$ cat src/rtl/scope_capture_ctrl.sv
// scope_capture_ctrl: capture run sequencer, trigger config register, buffer port mux.
// Optional feature macro SCOPE_PREFILL_EN: hold off triggers until the buffer history is full.
module scope_capture_ctrl #(
    parameter int NSIG = 1,
    parameter int AW   = 10
) (
    input  logic              clk,
    input  logic              rst_n,
    input  logic [7:0]        din,
    input  logic              dlatch,
    output logic [7:0]        dout,
    input  logic [NSIG-1:0]   sigout,
    input  logic              triggered,
    output logic [3*NSIG-1:0] conf,
    output logic              mem_we,
    output logic [AW-1:0]     mem_addr,
    output logic [NSIG-1:0]   mem_wdata,
    input  logic [NSIG-1:0]   mem_rdata
);

    localparam logic [1:0] S_IDLE = 2'd0;
    localparam logic [1:0] S_ARM  = 2'd1;
    localparam logic [1:0] S_RUN  = 2'd2;
    localparam logic [1:0] S_DONE = 2'd3;
    localparam int CW = 3 * NSIG;

    logic [1:0]      state;
    logic [1:0]      state_nx;
    logic [CW-1:0]   conf_q;
    logic [AW-1:0]   post;
    logic [AW-1:0]   cnt;
    logic [AW-1:0]   waddr;
    logic [AW-1:0]   raddr;
    logic            rbmode;
    logic [7:0]      dout_q;
    logic [7:0]      rd8;
    logic [CW+2:0]   conf_sh;
    logic [AW+5:0]   post_sh;

    logic is_ctl;
    logic c_arm;
    logic c_abort;
    logic c_rrst;
    logic c_rnext;
    logic c_post;
    logic c_conf;
    logic capturing;
    logic trig_ok;

    assign is_ctl  = dlatch && (din[7:6] == 2'b00);
    assign c_arm   = is_ctl && (din[5:0] == 6'h00);
    assign c_abort = is_ctl && (din[5:0] == 6'h01);
    assign c_rrst  = is_ctl && (din[5:0] == 6'h02);
    assign c_rnext = is_ctl && (din[5:0] == 6'h03);
    assign c_post  = dlatch && (din[7:6] == 2'b01);
    assign c_conf  = dlatch && (din[7:6] == 2'b10);

    assign capturing = (state == S_ARM) || (state == S_RUN);
    assign conf_sh   = {conf_q, din[2:0]};
    assign post_sh   = {post, din[5:0]};

`ifdef SCOPE_PREFILL_EN
    logic [AW-1:0] fill;

    // ~post == 2^AW-1-post: pre-trigger samples needed for a full history
    assign trig_ok = triggered && (fill >= ~post);

    always_ff @(posedge clk or negedge rst_n) begin
        if (!rst_n) begin
            fill <= '0;
        end else if (c_arm) begin
            fill <= '0;
        end else if ((state == S_ARM) && (fill != '1)) begin
            fill <= fill + 1'b1;
        end
    end
`else
    assign trig_ok = triggered;
`endif

    // host commands override the capture sequence in the same cycle
    always_comb begin
        state_nx = state;
        unique case (state)
            S_ARM: begin
                if (trig_ok) begin
                    state_nx = (post == '0) ? S_DONE : S_RUN;
                end
            end
            S_RUN: begin
                if (cnt == AW'(1)) begin
                    state_nx = S_DONE;
                end
            end
            default: ;
        endcase
        if (c_arm) begin
            state_nx = S_ARM;
        end else if (c_abort) begin
            state_nx = S_IDLE;
        end
    end

    always_ff @(posedge clk or negedge rst_n) begin
        if (!rst_n) begin
            state <= S_IDLE;
            cnt   <= '0;
        end else begin
            state <= state_nx;
            if ((state == S_ARM) && trig_ok) begin
                cnt <= post;
            end else if (state == S_RUN) begin
                cnt <= cnt - 1'b1;
            end
        end
    end

    always_ff @(posedge clk or negedge rst_n) begin
        if (!rst_n) begin
            waddr <= '0;
        end else if (c_arm) begin
            waddr <= '0;
        end else if (capturing) begin
            waddr <= waddr + 1'b1;
        end
    end

    always_ff @(posedge clk or negedge rst_n) begin
        if (!rst_n) begin
            raddr  <= '0;
            rbmode <= 1'b0;
        end else begin
            unique case (1'b1)
                c_arm, c_abort: rbmode <= 1'b0;
                c_rrst: begin
                    if (!capturing) begin
                        raddr  <= waddr;
                        rbmode <= 1'b1;
                    end
                end
                c_rnext: begin
                    if (!capturing && rbmode) begin
                        raddr <= raddr + 1'b1;
                    end
                end
                default: ;
            endcase
        end
    end

    always_ff @(posedge clk or negedge rst_n) begin
        if (!rst_n) begin
            conf_q <= '0;
            post   <= '0;
        end else if (!capturing) begin
            if (c_conf) begin
                conf_q <= conf_sh[CW-1:0];
            end
            if (c_post) begin
                post <= post_sh[AW-1:0];
            end
        end
    end

    always_comb begin
        rd8 = '0;
        rd8[NSIG-1:0] = mem_rdata;
    end

    always_ff @(posedge clk or negedge rst_n) begin
        if (!rst_n) begin
            dout_q <= '0;
        end else if (rbmode) begin
            dout_q <= rd8;
        end else begin
            dout_q <= {6'b0, state};
        end
    end

    assign dout      = dout_q;
    assign conf      = conf_q;
    assign mem_we    = capturing;
    assign mem_addr  = capturing ? waddr : raddr;
    assign mem_wdata = sigout;

endmodule
$ cat config.mk
export PLATFORM = sky130hd
export DESIGN_NAME = scope_capture_ctrl
export DESIGN_NICKNAME = d
export VERILOG_FILES = /design/src/rtl/scope_capture_ctrl.sv
export SDC_FILE = /design/constraint.sdc
export NUM_CORES = 1
export LEC_CHECK = 0
export ABC_CLOCK_PERIOD_IN_PS = 2500
export CAP_MARGIN = 20
export CORE_MARGIN = 1.5
export CORE_UTILIZATION = 40
export CTS_BUF_LIST = sky130_fd_sc_hd__clkbuf_16
export DETAILED_ROUTE_END_ITERATION = 12
export PLACE_DENSITY = 0.63
export SETUP_SLACK_MARGIN = 0.1
export SYNTH_ARGS = -nofsm -noshare
export SYNTH_HDL_FRONTEND = slang
export SYNTH_SLANG_ARGS = --single-unit
export TNS_END_PERCENT = 1
$ cat constraint.sdc
create_clock -name clk -period 2.5 [get_ports clk]
set_clock_uncertainty 0.05 [all_clocks]
set_input_delay 0.5 -clock clk [delete_from_list [all_inputs] [get_ports clk]]
set_output_delay 0.5 -clock clk [all_outputs]
set_load 0.01 [all_outputs]
Yosys cells after proc, flatten, opt, wreduce, memory -nomap -nowiden
Index checks and enable logic that the tools add are counted.
{"block": "op_classes", "n_addsub": 3, "multipliers": 0, "n_div": 0, "order_cmp": 0, "n_eq_ne": 12, "shifts": 0, "n_mux": 17, "n_bitwise": 1, "n_reduce_logical": 25}
{"cell": "$mux W10", "n": 7}
{"cell": "$add A10 B1 Y10 const B", "n": 2}
{"cell": "$pmux W10 S2", "n": 1}
{"cell": "$eq A6 B2 Y1 const B", "n": 2}
{"cell": "$eq A10 B1 Y1 const B", "n": 1}
{"cell": "$logic_not A10 Y1", "n": 1}
{"cell": "$mux W2", "n": 5}
{"cell": "$sub A10 B1 Y10 const B", "n": 1}
{"cell": "$logic_and A1 B1 Y1", "n": 9}
{"cell": "$reduce_bool A2 Y1", "n": 4}
{"cell": "$eq A6 B1 Y1 const B", "n": 1}
{"cell": "$logic_not A6 Y1", "n": 1}
{"cell": "$reduce_and A2 Y1", "n": 3}
{"cell": "$reduce_and A3 Y1", "n": 2}
{"cell": "$eq A2 B1 Y1 const B", "n": 2}
{"cell": "$eq A2 B2 Y1 const B", "n": 2}
{"cell": "$ne A4 B3 Y1 const B", "n": 1}
{"cell": "$ne A4 B4 Y1 const B", "n": 1}
{"cell": "$pmux W2 S2", "n": 1}
{"cell": "$reduce_bool A4 Y1", "n": 1}
{"cell": "$logic_not A2 Y1", "n": 1}
{"cell": "$mux W1", "n": 2}
{"cell": "$ne A2 B1 Y1 const B", "n": 1}
{"cell": "$ne A2 B2 Y1 const B", "n": 1}
{"cell": "other kinds (5)", "n": 5}
{"block": "word_totals", "register_bits": 54, "latch_bits": 0, "ram_bits": 0, "romBits": 0, "inputBits": 14, "out_inout_bits": 23, "elab_cells": 66, "n_memories": 0}

Logic depth before layout (Yosys ltp)
{"block": "logic_depth", "depth_word": 6, "depth_mapped": 7, "depth_no_buf": 6}

Worst setup path after synthesis
OpenSTA, ideal clock, no wires.
{"block": "synth_path", "path_kind": "reg2out", "startpoint": "register state[0]", "endpoint": "output mem_addr[1]", "t_arrival_ps": 1736, "required_ps": 1950, "setup_slack_ps": 214, "stages_incl_launch_ff": 6, "n_path_buf": 2, "path_cell_list": "dfrtp_1 -> inv_1 -> ha_1 -> clkbuf_1 -> buf_1 -> mux2_2"}
{"block": "synth_via", "elab_chain_cells": 3, "word_cells_on_any_way": 4, "cone_classes": "2 x eq/ne; 1 x mux; 1 x reduce/logical"}
{"item": "from (decl)", "line": "27", "source": "logic [1:0] state;"}
{"item": "from (signal assigned)", "line": "109", "source": "state <= state_nx;"}
{"item": "$eq A2 B1 Y1 / $eq A2 B2 Y1 (equally long branches)", "line": "58", "source": "assign capturing = (state == S_ARM) || (state == S_RUN);"}
{"item": "$logic_or A1 B1 Y1 (*)", "line": "58"}
{"item": "$mux W10 (*)", "line": "183", "source": "assign mem_addr = capturing ? waddr : raddr;"}
{"item": "to (decl)", "line": "16", "source": "output logic [AW-1:0] mem_addr,"}
Mark *: on every way between the ends. The rest lies on a longest branch, timed or not.

Worst setup path after layout
{"block": "layout_path", "startpoint": "register state[1]", "endpoint": "output mem_addr[2]"}
The elaborated chain is that of the path after synthesis.

==> metrics <==
status finished clean; number of library cell types mapped by synthesis 46; post-synthesis cell count 267; vias in the first global route 2036; IO buf count 28; CTS max path bufs 2; Hold Path Class input port to async pin; DR WL/cell roughly 16 µm; Non-Filler Instances 388; DIE HEIGHT 84.6 µm; Buf/Inv on CP 2; global-route usage over all layers 17.6%; unrepaired setup endpoints after global routing yes; H-tree Lvls 2; Slowest cell on crit path dfrtp_1; CP Launch Type flip-flop; Residual DRC 0; worst r2r src state[1]$_DFFE_PN0P_; worst setup path class flip-flop to output port; post-route ant nets 0; Initial Util 41.7%; fillcell total 591; final hold slack 178 ps; grt ovf 0; maximum VDD drop 0.000504 V; Final Cycle Share 94.4%; Post-Syn Area 2660 µm²; via/cell ratio approximately 5.3; FFs w/ async S/R, synth 100%; dpl hpwl 4200 µm; CTS sink count 48; NetSw ~1.2 mW; Layout area overhead 22.8%; first-pass GRT wire length 10200 µm; delay-heaviest family, CP buffers and inverters; Final Critical Period roughly 2400 ps; most common cell after layout, fill and taps aside dfrtp_1; Post-synth EDFFs 0; Critical Path Max Stage Delay 430 ps; Max FO, Critical Path 15; CP cell instances ha_4 > buf_12 > mux2_2 > dlygate4sd2_1; Cells after DPL 378; Vias 2062; most frequent cells in the layout 48 x dfrtp_1, 28 x nand2_1, 23 x o21ai_0; Final Hold Vio Count 0; Post-synth top flop dfrtp_1; largest area contributor in the netlist dfrtp_1; Power, Total 3.39 mW; syn avg cell area 9.97 µm²; Yosys reg bits 48; Worst Tran Pin Value ~630 ps; Pwr Density 1040 nW/µm²; Die W 84.6 µm; io pins 37; drt pass-1 iters 4; Req. time, crit path 1950 ps; final wirelength 6020 µm; clk slew on worst S/H paths approximately 60 ps; clk_lat worst skew 280 ps; Sequential Power Share around two fifths; Synth area leaders dfrtp_1 45%, mux2_2 8.5%, o21ai_0 4.3%; largest net degree at the start of global routing 26; die area about 7200 µm²; Pins Over Slew Limit 0; setup_tns 0 ps; CP startpoint state[1]$_DFFE_PN0P_; Core ar. 6390 µm²; dpl ws -137 ps; Worst Path Arrival 1810 ps; Diodes inserted 0; Yosys warnings 0; post-synth top area share approximately 45%; Internal about 2.2 mW; root buffer cell clkbuf_16; Worst setup EP type output port; fmax 424 MHz; Max Cap Viol 0; Clock power frac between 10% and 20%; initial antenna violation count 0; DR iter-0 viols 121; CTS tree yes; Switching Share 35.5%; Seq/Total Area, Yosys between 40% and 50%; Logic pwr share 39.3%; routability-driven placement congestion ratio roughly 0.82; setup ws final 140 ps; Rel. slew slack 58.3%; endpoints failing setup 0; Leakage 1.40 nW; Cell Rows 29; CTS buffer count 5; share of layout cells above drive strength 1 18.6%; Nets 330
==> cells in the mapped netlist, types with 2 or more instances <==
library cell  count
xnor2_1          10
xor2_1            8
nor4b_1           3
a21oi_2           2
nand4_1           5
nor2_1           21
a22oi_1           2
buf_4             7
and3_1            4
nor4_1            4
o22ai_1           2
a21oi_1           7
dfrtp_1          48
nand3_1           7
nand2_1          28
and2_1            3
a2bb2oi_2         2
nor3_1            7
ha_1              6
o2bb2ai_1         2
o21a_1            2
mux2i_1           3
o21ai_0          23
nor2b_1           2
mux2_2           20
inv_1             9
clkbuf_1          6
or3_1             3
nand4b_1          3
buf_1             2
==> state kept, by name, indices dropped and copies added (netlist names) <==
register / flops
raddr: 10
cnt: 10
rbmode: 1
state: 2
conf: 3
post: 10
dout: 2
waddr: 10
==> worst paths after layout <==
path / slack [ps] / cells after the start / to
worst min-delay path: 180 / 1 / conf[2]$_DFFE_PN0P_
max in group asynchronous: 1680 / 2 / dout[1]$_DFF_PN0_
min in group clk: 450 / 2 / conf[0]$_DFFE_PN0P_
worst max-delay path: 140 / 4 / mem_addr[2]
worst min register to register: 450 / 2 / conf[0]$_DFFE_PN0P_
worst max register to register: 410 / 5 / raddr[3]$_DFFE_PN0P_
==> routing by layer <==
layer	global-route usage [%]	vias up	part of all wire [%]	routed length, µm
met4	3.37	0	0.50	30
met5	0	-	0	0
met1	24.7	1006	48	2900
met2	28.1	28	48	2900
li1	-	1024	-	-
met3	4.03	4	3.2	191
==> through the flow <==
step | cell area, µm² | util, %
3_5_place_dp | 3110 | 48.7
4_1_cts | 3260 | 51.0
3_3_place_gp | 3110 | 48.7
2_1_floorplan | 2680 | -
5_1_grt | 3270 | 51.2
6_report | 3270 | 51.2
==> layout make-up <==
type / instances / area (µm²) / area share [%]
Sequential cell: 48 / 1200 / 36.7
Tap cell: 77 / 96.3 / 2.95
Timing Repair Buffer: 47 / 430 / 13.2
Inverter: 9 / 33.8 / 1.03
Clock inverter: 3 / 18.8 / 0.574
Multi-Input combinational cell: 199 / 1370 / 41.7
Clock buffer: 5 / 125 / 3.83
==> logic make-up (layout without fill, tap and decap cells) <==
kind of cell               count (synthesis)  in the layout  share of synthesized area (%)
AOI/OAI and AO/OA                         47             47                           11.3
xor gates and xnor gates                  18             18                           5.92
adders and majority gates                  6              6                           2.82
buffers and inverters                     25             64                           4.79
DFF                                       48             48                           45.1
muxes                                     23             23                           9.59
other                                      1              6                          0.141
and+or+nand+nor                           99             99                           20.3
==> worst register-to-register path, cell delays in order, from the launching register on <==
cell and delay [ps]:
dfrtp_1 430, ha_4 320, buf_12 150, nand2_1 130
or4_4 580, a211o_1 320
==> power groups by stage <==
stage / registers (mW) / clock network, mW / logic [mW]
floorplan: 1.34 / 0 / 0.843
global placement: 1.40 / 0 / 1.33
detailed placement: 1.40 / 0 / 1.36
CTS: 1.40 / 0.680 / 1.32
global route: 1.45 / 0.704 / 1.48
finish: 1.40 / 0.659 / 1.33
==> what timing repair did <==
| item | in CTS | in global routing |
|---|---|---|
| buffers inserted | 0 | 2 |
| gates resized for setup | 13 | 0 |
| hold buffers | 0 | 0 |
| endpoints found under the setup margin | 10 | 11 |
| pin swaps | 1 | 1 |
No activity file was read; power rests on OpenSTA's default activity.
